$ cat src/rtl/gcd_lcm_responder_if.sv
// Start/data/answer channel between the processor (master) and the
// GCD/LCM coprocessor (slave). The processor drives operands and the
// function select; the coprocessor returns its result and status flags.
interface gcd_lcm_responder_if #(
   parameter int WIDTH = 32
);
   logic             start;
   logic [WIDTH-1:0] wd;
   logic             func;
   logic [WIDTH-1:0] ans_data;
   logic             busy;
   logic             done;
   logic             ovf;

   modport master (
      output start, wd, func,
      input  ans_data, busy, done, ovf
   );

   modport slave (
      input  start, wd, func,
      output ans_data, busy, done, ovf
   );
endinterface

$ cat src/rtl/gcd_lcm_responder.sv
// GCD/LCM coprocessor, responder side of the start/data/answer channel.
// Operand A arrives with the first start strobe, operand B and the function
// select with the second. GCD is found with the binary (Stein) method one step
// per cycle. LCM is formed as (A/g)*B using a restoring divider followed by a
// shift-add multiplier. The result register only changes in FINISH or reset.
module gcd_lcm_responder #(
   parameter int WIDTH = 32
) (
   input  logic                      clk,
   input  logic                      reset,
   gcd_lcm_responder_if.slave        bus
);

   localparam int CW = $clog2(WIDTH);

   typedef enum logic [2:0] {
      IDLE, WAIT_B, GCD_NORM, GCD_LOOP, DIV, MUL, FINISH
   } state_t;

   state_t             state, state_n;
   logic [WIDTH-1:0]   a_r, a_n, b_r, b_n;
   logic [WIDTH-1:0]   wa, wa_n, wb, wb_n;
   logic [WIDTH-1:0]   g_r, g_n, lcm_r, lcm_n, ans_r, ans_n;
   logic [WIDTH-1:0]   dq, dq_n, rem, rem_n;
   logic [2*WIDTH-1:0] acc, acc_n;
   logic [5:0]         k, k_n;
   logic [CW-1:0]      cnt, cnt_n;
   logic               fsel, fsel_n, busy_r, busy_n, done_r, done_n, ovf_r, ovf_n;
   logic [WIDTH:0]     rem_s, sum;

   assign bus.ans_data = ans_r;
   assign bus.busy     = busy_r;
   assign bus.done     = done_r;
   assign bus.ovf      = ovf_r;

   // State and datapath registers; reset clears everything so an aborted
   // operation leaves no partial result behind.
   always_ff @(posedge clk or negedge reset) begin
      if (!reset) begin
         state  <= IDLE;
         a_r    <= '0;
         b_r    <= '0;
         wa     <= '0;
         wb     <= '0;
         g_r    <= '0;
         lcm_r  <= '0;
         ans_r  <= '0;
         dq     <= '0;
         rem    <= '0;
         acc    <= '0;
         k      <= '0;
         cnt    <= '0;
         fsel   <= 1'b0;
         busy_r <= 1'b0;
         done_r <= 1'b0;
         ovf_r  <= 1'b0;
      end else begin
         state  <= state_n;
         a_r    <= a_n;
         b_r    <= b_n;
         wa     <= wa_n;
         wb     <= wb_n;
         g_r    <= g_n;
         lcm_r  <= lcm_n;
         ans_r  <= ans_n;
         dq     <= dq_n;
         rem    <= rem_n;
         acc    <= acc_n;
         k      <= k_n;
         cnt    <= cnt_n;
         fsel   <= fsel_n;
         busy_r <= busy_n;
         done_r <= done_n;
         ovf_r  <= ovf_n;
      end
   end

   // Next-state and datapath step for each phase of the computation.
   always_comb begin
      state_n = state;
      a_n     = a_r;
      b_n     = b_r;
      wa_n    = wa;
      wb_n    = wb;
      g_n     = g_r;
      lcm_n   = lcm_r;
      ans_n   = ans_r;
      dq_n    = dq;
      rem_n   = rem;
      acc_n   = acc;
      k_n     = k;
      cnt_n   = cnt;
      fsel_n  = fsel;
      busy_n  = busy_r;
      done_n  = done_r;
      ovf_n   = ovf_r;
      rem_s   = {rem, dq[WIDTH-1]};
      sum     = {1'b0, acc[2*WIDTH-1:WIDTH]} + (acc[0] ? {1'b0, b_r} : '0);

      case (state)
         IDLE: begin
            if (bus.start) begin
               a_n     = bus.wd;
               done_n  = 1'b0;
               ovf_n   = 1'b0;
               state_n = WAIT_B;
            end
         end
         WAIT_B: begin
            if (bus.start) begin
               b_n     = bus.wd;
               fsel_n  = bus.func;
               busy_n  = 1'b1;
               wa_n    = a_r;
               wb_n    = bus.wd;
               k_n     = '0;
               state_n = GCD_NORM;
            end
         end
         GCD_NORM: begin
            if (wa == '0 || wb == '0) begin
               g_n     = wa | wb;
               lcm_n   = '0;
               state_n = FINISH;
            end else if (!wa[0] && !wb[0]) begin
               wa_n = wa >> 1;
               wb_n = wb >> 1;
               k_n  = k + 6'd1;
            end else begin
               state_n = GCD_LOOP;
            end
         end
         GCD_LOOP: begin
            if (wb == '0) begin
               g_n = wa << k;
               if (fsel) begin
                  dq_n    = a_r;
                  rem_n   = '0;
                  cnt_n   = '0;
                  state_n = DIV;
               end else begin
                  state_n = FINISH;
               end
            end else if (!wa[0]) begin
               wa_n = wa >> 1;
            end else if (!wb[0]) begin
               wb_n = wb >> 1;
            end else if (wa > wb) begin
               wa_n = wb;
               wb_n = wa;
            end else begin
               wb_n = wb - wa;
            end
         end
         DIV: begin
            if (rem_s >= {1'b0, g_r}) begin
               rem_n = rem_s[WIDTH-1:0] - g_r;
               dq_n  = {dq[WIDTH-2:0], 1'b1};
            end else begin
               rem_n = rem_s[WIDTH-1:0];
               dq_n  = {dq[WIDTH-2:0], 1'b0};
            end
            if (cnt == CW'(WIDTH-1)) begin
               acc_n   = {{WIDTH{1'b0}}, dq_n};
               cnt_n   = '0;
               state_n = MUL;
            end else begin
               cnt_n = cnt + CW'(1);
            end
         end
         MUL: begin
            acc_n = {sum, acc[WIDTH-1:1]};
            if (cnt == CW'(WIDTH-1)) begin
               ovf_n   = |acc_n[2*WIDTH-1:WIDTH];
               lcm_n   = acc_n[WIDTH-1:0];
               state_n = FINISH;
            end else begin
               cnt_n = cnt + CW'(1);
            end
         end
         FINISH: begin
            ans_n   = fsel ? lcm_r : g_r;
            busy_n  = 1'b0;
            done_n  = 1'b1;
            state_n = IDLE;
         end
         default: state_n = IDLE;
      endcase
   end

endmodule

$ cat src/flat_wrapper.sv
// flat-port wrapper written by rule: the top's interface ports become plain ports
module gcd_lcm_responder_flat 
#(
   parameter int WIDTH = 32
)
  (clk, reset, bus_start, bus_wd, bus_func, bus_ans_data, bus_busy, bus_done, bus_ovf);
  gcd_lcm_responder_if #(.WIDTH(WIDTH)) bus_i ();
  input  logic clk;
  input  logic reset;
  input wire logic [$bits(bus_i.start)-1:0] bus_start;
  input wire logic [$bits(bus_i.wd)-1:0] bus_wd;
  input wire logic [$bits(bus_i.func)-1:0] bus_func;
  output wire logic [$bits(bus_i.ans_data)-1:0] bus_ans_data;
  output wire logic [$bits(bus_i.busy)-1:0] bus_busy;
  output wire logic [$bits(bus_i.done)-1:0] bus_done;
  output wire logic [$bits(bus_i.ovf)-1:0] bus_ovf;
  assign bus_i.start = bus_start;
  assign bus_i.wd = bus_wd;
  assign bus_i.func = bus_func;
  assign bus_ans_data = bus_i.ans_data;
  assign bus_busy = bus_i.busy;
  assign bus_done = bus_i.done;
  assign bus_ovf = bus_i.ovf;
  gcd_lcm_responder #(.WIDTH(WIDTH)) u_core (.clk(clk), .reset(reset), .bus(bus_i));
endmodule
$ cat config.mk
export PLATFORM = sky130hd
export DESIGN_NAME = gcd_lcm_responder_flat
export DESIGN_NICKNAME = d
export VERILOG_FILES = /design/src/rtl/gcd_lcm_responder_if.sv /design/src/rtl/gcd_lcm_responder.sv /design/src/flat_wrapper.sv
export SDC_FILE = /design/constraint.sdc
export NUM_CORES = 1
export LEC_CHECK = 0
export ABC_AREA = 1
export BUFFER_PORTS_ARGS = -buffer_cell sky130_fd_sc_hd__buf_2
export CAP_MARGIN = 10
export CORE_UTILIZATION = 30
export DETAILED_ROUTE_END_ITERATION = 12
export PLACE_DENSITY = 0.57
export SKIP_LAST_GASP = 1
export SLEW_MARGIN = 20
export SYNTH_ARGS = -nofsm -noshare
export SYNTH_HDL_FRONTEND = slang
export SYNTH_SLANG_ARGS = --single-unit
$ cat constraint.sdc
create_clock -name clk -period 3.3 [get_ports clk]
set_clock_uncertainty 0.15 [all_clocks]
set_input_delay 0.495 -clock clk [delete_from_list [all_inputs] [get_ports clk]]
set_output_delay 0.495 -clock clk [all_outputs]
set_load 0.01 [all_outputs]
**After elaboration in Yosys (flattened, before gate mapping)**

Index checks and enable logic that the tools add are counted.

- Equal/unequal tests: 22
- Shift-type cells: 1
- $add $sub $neg: 5
- Reduce and logical (&&, ||, !) cells: 33
- Bitwise gates (word level): 1
- $lt $le $gt $ge: 2
- Muxes and demuxes: 58

Operators by type and width:

| kind | number |
|---|---|
| $mux 32 | 25 |
| $pmux 32 s2 | 4 |
| $pmux 32 s3 | 2 |
| $pmux 64 s2 | 1 |
| $logic_not 32->1 | 2 |
| $mux 64 | 1 |
| $sub 32x32->32 | 2 |
| $add 32x33->33 | 1 |
| $ge 33x32->1 | 1 |
| $gt 32x32->1 | 1 |
| $or 32x32->32 | 1 |
| $reduce_or 32->1 | 1 |
| $shl 32x6->32 | 1 |
| $mux 3 | 7 |
| $mux 5 | 4 |
| $mux 6 | 3 |
| $pmux 3 s6 | 1 |
| $reduce_bool 2->1 | 8 |
| $pmux 5 s3 | 1 |
| $ne 2x1->1 const B | 7 |
| $pmux 6 s2 | 1 |
| $reduce_and 3->1 | 4 |
| $reduce_and 6->1 | 2 |
| $ne 2x2->1 const B | 5 |
| 20 further kinds | 36 |

- Bits in registers: 370
- Logic and storage cells: 140

**Logic depth before layout (Yosys ltp)**

Gate-level depths: netlist of run 1.

- Depth in word-level cells: 6
- Gate-level depth with buffers: 24
- Gate-level depth less buffers: 22

**Least setup slack after synthesis of run 1**

Ideal clock, no wire load.

- Path type: register to register
- From: register u_core.wb[0]
- To: register u_core.wb[30]
- Buffers on the path: 4
- Arrival: 2.889 ns
- Setup slack: 0.139 ns
- Cell stages (with the launch flop): 21
- Data required time: 3.028 ns
- Cells stage by stage: dfrtp_1 buf_6 inv_2 clkbuf_1 clkbuf_1 ha_1 fa_1 or2_0 o21ai_2 nand2_2 nand2_2 nand2_2 nand2_2 nand2_4 nand2_2 nand2_2 inv_2 buf_4 nand3_1 nand2_1 a21boi_2

- Longest elaborated chain between the ends: 6

RTL lines:

| item | line | source |
|---|---|---|
| from (decl) | gcd_lcm_responder.sv:22 | `logic [WIDTH-1:0] wa, wa_n, wb, wb_n;` |
| from (signal assigned) | gcd_lcm_responder.sv:62 | `wb <= wb_n;` |
| $sub 32x32->32 or $gt 32x32->1 (tied branches) | gcd_lcm_responder.sv:152, gcd_lcm_responder.sv:148 |  |
| $mux 32 | gcd_lcm_responder.sv:148 | `end else if (wa > wb) begin` |
| $mux 32 | gcd_lcm_responder.sv:146 | `end else if (!wb[0]) begin` |
| $mux 32 | gcd_lcm_responder.sv:144 | `end else if (!wa[0]) begin` |
| $mux 32 | gcd_lcm_responder.sv:134 | `if (wb == '0) begin` |
| $pmux 32 s3 | gcd_lcm_responder.sv:100 | `case (state)` |

Parallel ways exist; a longest one is shown, timed or not. The select of a mux whose other input is x is not followed.
A chain may end at the register's enable or synchronous reset.

**Final worst setup path of run 1**

- From: register u_core.wa[0]
- To: register u_core.wa[27]

- Longest elaborated chain between the ends: 4

RTL lines:

| item | line | source |
|---|---|---|
| from (decl) | gcd_lcm_responder.sv:22 |  |
| from (signal assigned) | gcd_lcm_responder.sv:61 | `wa <= wa_n;` |
| parallel branches: the longest is 4 deep, another holds $gt 32x32->1 | - |  |

Parallel ways; which one is timed is not known. The select of a mux whose other input is x is not followed.

==> impl_metrics.tcl, run 1 <==
set metrics [dict create \
    finalCriticalPeriod_ps 3090 \
    ant_nets 0 \
    multiInputGateArea_um2 14400 \
    hp-class "input port to register" \
    grt_pass1_wl_mm 157 \
    tightest_slew_ps 938 \
    hold_path_depth 2 \
    finalHoldViolations 0 \
    yosysTopAreaCell "dfrtp_1" \
    power.leakage_nw 15.0 \
    drv_slew 0 \
    slew_headroom 0.368 \
    drive_gt1_frac 0.0951 \
    track_usage 0.228 \
    core_um2 87200 \
    setup_tns_ps 0 \
    first_pass_iters 8 \
    synth-seq-cells 370 \
    die_x_um 299 \
    cp.arrival_ps 3410 \
    max_cap_violations 0 \
    drc 0 \
    powerDensity_nw_per_um2 1160 \
    cp_max_fo 21 \
    grt.overflow.total 0 \
    finish.net_count 4108 \
    syn-num-nets 4024 \
    cp-end-kind "register" \
    finalNonFillerCells 5135 \
    vias 26200 \
    rows 108 \
    syn_to_final_growth_pct 14.5 \
    cts_sinks 370 \
    required_ps 3630 \
    cts_buffer_depth 3 \
    synth_top_cell_area_share 0.349 \
    synthFlopType "dfrtp_1" \
    wl_per_cell_um 20.1 \
    synth_cell_types 59 \
    vias_per_cell 5.11 \
    grt_max_degree 99 \
    rsz0062_at_grt "false" \
    p_total_mw 35.2 \
    tritoncts "yes" \
    avgSynthCellArea_um2 6.88 \
    start_util 0.304 \
    fmax_mhz 324 \
    peakVddDrop_uv 549 \
    die_area_um2 89600 \
    cts_root_buf "clkbuf_16" \
    crit_type "register to register" \
    status "completed" \
    synth_warnings 0 \
    cts.reportedPaths.clkPinSlew_ps 60 \
    numCtsBuffers 48 \
    grt_pass1_vias 25000 \
    async_flop_share 1.00 \
    syn_area_um2 26500 \
    drt_iter0_drc 2714 \
    gp_congestion 0.998 \
    setup_viol 0 \
    synthTopCellsByArea "dfrtp_1 (35%), nand2_1 (14%), o21ai_0 (7.8%)" \
    h-tree-depth 2 \
    fillers 9421 \
    syn_inst 3854 \
    clkLatencyLatePin_ps 600 \
    die_h_um 299 \
    hpwl_mm 79.3 \
    io_buffer_count 70 \
    routed_wl_mm 103 \
    seqCellArea_um2 9260 \
    worstSetupStartpointType "register" \
    dp_cells 5041 \
    synth_edf_count 0 \
    fin_crit_sh 0.935 \
    ys_seq_area_frac 0.349 \
    r2r.worst_path.cells 13 \
    io_pins 71 \
    antenna_found_initial 4 \
]
-- kinds of logic (layout without fill, tap and decap cells) --
group | count (synthesis) | after routing | share of synthesized area
adders and majority gates | 134 | 134 | 0.0641
and+or+nand+nor | 1701 | 1701 | 0.265
other | 0 | 6 | 0
buffers and inverters | 712 | 831 | 0.108
xor gates and xnor gates | 42 | 42 | 0.0139
muxes | 14 | 14 | 0.00533
DFF | 370 | 370 | 0.349
AOI/OAI and AO/OA | 881 | 882 | 0.194
-- repair_timing --
| action | in CTS | in global routing |
|---|---|---|
| setup buffers | 0 | 0 |
| resized for setup | 0 | 7 |
| endpoints found under the setup margin | 0 | 24 |
| hold buffers | 1 | 0 |
| hold endpoints to repair | 51 | 0 |
-- power by group --
part	internal, mW	total, mW	leakage (nW)	switching [mW]
sequential	6.33	7.92	4.70	1.59
combinational	7.22	21.8	9.51	14.6
clock	3.25	5.43	0.777	2.19
-- per-stage QoR --
stage | instance area [um^2] | util | worst slack, ps | hold WS (ps)
detailed placement | 28700 | 0.329 | 167 | 319
CTS | 30300 | 0.348 | 151 | 22.1
global route | 30300 | 0.348 | 8.10 | 17.3
floorplan | 26500 | - | 139 | 49.4
global placement | 28700 | 0.329 | 160 | 314
finish | 30400 | 0.348 | 214 | 46.1
-- metal layers --
layer  GRT usage  part of all wire  up-vias
met5           0           0.00013        -
met2       0.358              0.44      903
met3      0.0352             0.069      145
met1       0.312              0.44    12500
li1            -                 -    12700
met4      0.0966             0.045        2
-- path summary, 6_finish.rpt --
| path | slack [ps] | to | from |
|---|---|---|---|
| max in group asynchronous | 1890 | u_core.rem[10]$_DFFE_PN0P_ | reset |
| hold reg to reg | 330 | u_core.bus.ans_data[5]$_DFFE_PN0P_ | u_core.bus.ans_data[5]$_DFFE_PN0P_ |
| setup reg to reg | 210 | u_core.wa[27]$_DFFE_PN0P_ | u_core.wa[0]$_DFFE_PN0P_ |
| setup / recovery | 210 | u_core.wa[27]$_DFFE_PN0P_ | u_core.wa[0]$_DFFE_PN0P_ |
| hold / removal | 50 | u_core.fsel$_DFFE_PN0P_ | bus_func |
| min in group asynchronous | 270 | u_core.wb[9]$_DFFE_PN0P_ | reset |
-- placed cells by master, fill, tap and decap left out, types with 69 or more instances in the layout --
master	netlist	layout
nand3_1	186	185
nand2_1	1020	1017
inv_1	531	530
dfrtp_1	370	368
nor2_1	359	354
buf_4	8	112
buf_2	40	69
ha_1	131	131
o21ai_0	412	411
a21oi_1	158	156
-- critical path: stages, from the launching register on --
cell and delay (ps):
dfrtp_1 380, buf_4 150, inv_1 310, nand4_1 190
nor4_1 340, buf_4 180, nand2_1 140, nand2_1 120
nand2_2 210, nand2_2 270, a21oi_4 140, buf_12 230
nand2_1 90, o21ai_2 60
-- area by class of cell --
class / count / area share
diodes: 6 / 0.000495
multi-input cells: 2773 / 0.476
clock buffers: 67 / 0.0446
well taps: 1155 / 0.0476
inverters: 545 / 0.0674
repair buffers: 200 / 0.0511
clock inverters: 19 / 0.00820
flip-flops and latches: 370 / 0.305
-- cells in the mapped netlist (16+ instances only) --
cell type / number
o211ai_1: 39
o21bai_1: 41
dfrtp_1: 370
inv_1: 531
nand2_1: 1020
o21ai_0: 412
a21oi_1: 158
o21ai_2: 32
a221oi_1: 30
a22o_1: 16
buf_2: 40
o22ai_1: 48
clkbuf_1: 93
nand4_1: 42
nor3_1: 28
ha_1: 131
nand2_2: 16
nor2_1: 359
o21ai_1: 41
xor2_1: 31
a21boi_1: 27
nand3_1: 186
-- state kept, by name, indices dropped and copies added, names as in the netlist, 3 cells and up --
signal               cells
u_core.cnt               5
u_core.k                 6
u_core.wb               32
u_core.b_r              32
u_core.a_r              32
u_core.acc              64
u_core.wa               32
u_core.g_r              32
u_core.dq               32
u_core.bus.ans_data     32
u_core.state             3
u_core.rem              32
u_core.lcm_r            32
Note: power is estimated with default switching activity, not from simulation.
==> run 2: changes to the inputs <==
Settings changed: CORE_ASPECT_RATIO set to 1.4, HOLD_SLACK_MARGIN set to 0.05.
==> impl_metrics.tcl, run 2 (synthesis results as in run 1) <==
set metrics [dict create \
    finish.net_count 4097 \
    stdcell_area_um2 30200 \
    dp_cells 5044 \
    path_delay_family "simple AND/OR/NAND/NOR gates" \
    cts_root_buf "clkbuf_16" \
    finalNonFillerCells 5127 \
    cpPeakStageDelay_ps 390 \
    die_h_um 354 \
    critical_path.cell_chain "inv_2 -> ha_1 -> fa_1 -> or2_0 -> o21ai_2 -> nand2_2 -> nand2_2 -> nand2_2 -> nand2_2 -> nand2_4 -> nand2_2 -> nand2_2 -> inv_2 -> buf_12 -> nand2_1 -> nand3_1 -> a21boi_1" \
    cp_max_fo 14 \
    numCtsBuffers 40 \
    die_area_um2 89600 \
    cts_buffer_depth 3 \
    switching_power_mw 18.5 \
    crit_type "register to register" \
    powerDensity_nw_per_um2 1160 \
    largest_reg_flops 64 \
    cp-end-kind "register" \
    die_x_um 253 \
    grt_max_degree 96 \
    status "completed" \
    postPlaceCellArea_um2 28600 \
    syn_to_final_growth_pct 13.9 \
    finalHoldViolations 0 \
    first_pass_iters 5 \
    grt_pass1_vias 25500 \
    gp_congestion 0.963 \
    rsz0062_at_grt "true" \
    p_int_mw 16.6 \
    wl_per_cell_um 20.2 \
    slowest_stage "fa_1" \
    mostFrequentLayoutCells "nand2_1 (1017), inv_1 (530), o21ai_0 (412)" \
    io_buffer_count 70 \
    worstSetupStartpointType "register" \
    max_cap_violations 0 \
    io_pins 71 \
    grt_pass1_wl_mm 157 \
    comb_power_share 0.625 \
    drc 0 \
    fillers 9458 \
    power_frac_seq 0.228 \
    layout_commonest_cell "nand2_1" \
    drv_slew 0 \
    clkLatencyLatePin_ps 620 \
    tritoncts "yes" \
    crit_buf_inv 3 \
    ant_nets 0 \
    start_util 0.304 \
    setup_viol 0 \
    hpwl_mm 80.8 \
    hp-class "input port to register" \
    h-tree-depth 2 \
    routed_wl_mm 104 \
    grt.overflow.total 0 \
    power.leakage_nw 14.9 \
    diodes 0 \
    fmax_mhz 325 \
    finalCriticalPeriod_ps 3070 \
    p_clk_frac 0.147 \
    drt_iter0_drc 2053 \
    crit_top_cell "nand2_2" \
    required_ps 3620 \
    track_usage 0.233 \
    rows 128 \
    slew_headroom 0.412 \
    peakVddDrop_uv 572 \
    final_core_util 0.346 \
    tightest_slew_ps 873 \
    regMostFlops "u_core.acc" \
    cts.reportedPaths.clkPinSlew_ps 70 \
    vias 25800 \
    cp.arrival_ps 3400 \
    p_sw_frac 0.526 \
    drive_gt1_frac 0.0917 \
    core_um2 87300 \
    cts_sinks 370 \
    fin_crit_sh 0.931 \
    vias_per_cell 5.03 \
    antenna_found_initial 2 \
]
## run 2: cell count changes in the layout (fill, tap and decap cells not counted), moves of 2 or more
| cell | change |
|---|---|
| diode_2 | -6 |
| clkbuf_16 | -8 |
| clkinvlp_4 | -3 |
| clkinv_4 | +2 |
| clkbuf_8 | -2 |
| clkinv_2 | -2 |
| inv_6 | -2 |
| clkbuf_1 | -5 |
| bufinv_16 | +3 |
| dlygate4sd3_1 | +3 |
| buf_4 | -5 |
## run 2: path summary, 6_finish.rpt
kind                                                      from                                   to  slack, ps  cells after the start
max reg2reg                           u_core.wb[0]$_DFFE_PN0P_             u_core.wb[7]$_DFFE_PN0P_        230                     17
max in group asynchronous                                reset           u_core.acc[49]$_DFFE_PN0P_       1770                      3
min                                                  bus_wd[3]            u_core.a_r[3]$_DFFE_PN0P_         80                      3
min in group asynchronous                                reset             u_core.wb[8]$_DFFE_PN0P_        220                      2
min reg2reg                u_core.bus.ans_data[31]$_DFFE_PN0P_  u_core.bus.ans_data[31]$_DFFE_PN0P_        330                      2
max                                   u_core.wb[0]$_DFFE_PN0P_             u_core.wb[7]$_DFFE_PN0P_        230                     17
## run 2: power groups by stage
| stage | Sequential [mW] | Clock (mW) | Combinational, mW |
|---|---|---|---|
| after global routing | 8.14 | 5.42 | 24.1 |
| after detailed placement | 8.03 | 0 | 21.5 |
| after global placement | 8.00 | 0 | 21.6 |
| after floorplan | 7.28 | 0 | 14.3 |
| final | 8.00 | 5.17 | 21.9 |
| after CTS | 7.96 | 5.27 | 21.6 |
## run 2: worst min-delay path, stage by stage
cell and delay [ps]:
buf_2 80, inv_1 70, o21ai_0 160
## run 2: per-layer routing
metal  part of all wire  vias up  wire (um)  global-route usage
li1                   -    12700          -                   -
met1               0.40    12200      40900               0.270
met2               0.49      692      50400               0.400
met3              0.046      209       4790              0.0299
met4              0.072        2       7460               0.150
met5            0.00013        -         13                   0
## run 2: layout make-up
type / instances / area (um^2) / area share
sequential: 370 / 9260 / 0.307
timing repair buffer: 198 / 1540 / 0.0511
tap: 1170 / 1460 / 0.0485
clock inverter: 20 / 362 / 0.0120
multi-input combinational: 2772 / 14400 / 0.477
inverter: 545 / 2050 / 0.0677
clock buffer: 52 / 1110 / 0.0366
## run 2: per-stage QoR
step | worst slack [ps] | TNS, ps | total power, mW | hold WS [ps]
6_report | 227 | 0 | 35.1 | 78.0
5_1_grt | -12.3 | -12.3 | 37.7 | 88.4
3_5_place_dp | 186 | 0 | 29.5 | 271
3_3_place_gp | 228 | 0 | 29.6 | 273
4_1_cts | 166 | 0 | 34.8 | 53.2
2_1_floorplan | 139 | 0 | 21.6 | 49.4
## run 2: repair_timing
| item | 4_1_cts | 5_1_grt |
|---|---|---|
| hold buffers | 4 | 0 |
| endpoints found under the setup margin | 0 | 3 |
| setup buffers | 0 | 7 |
| resized for setup | 0 | 7 |
| endpoints found under the hold margin | 40 | 0 |
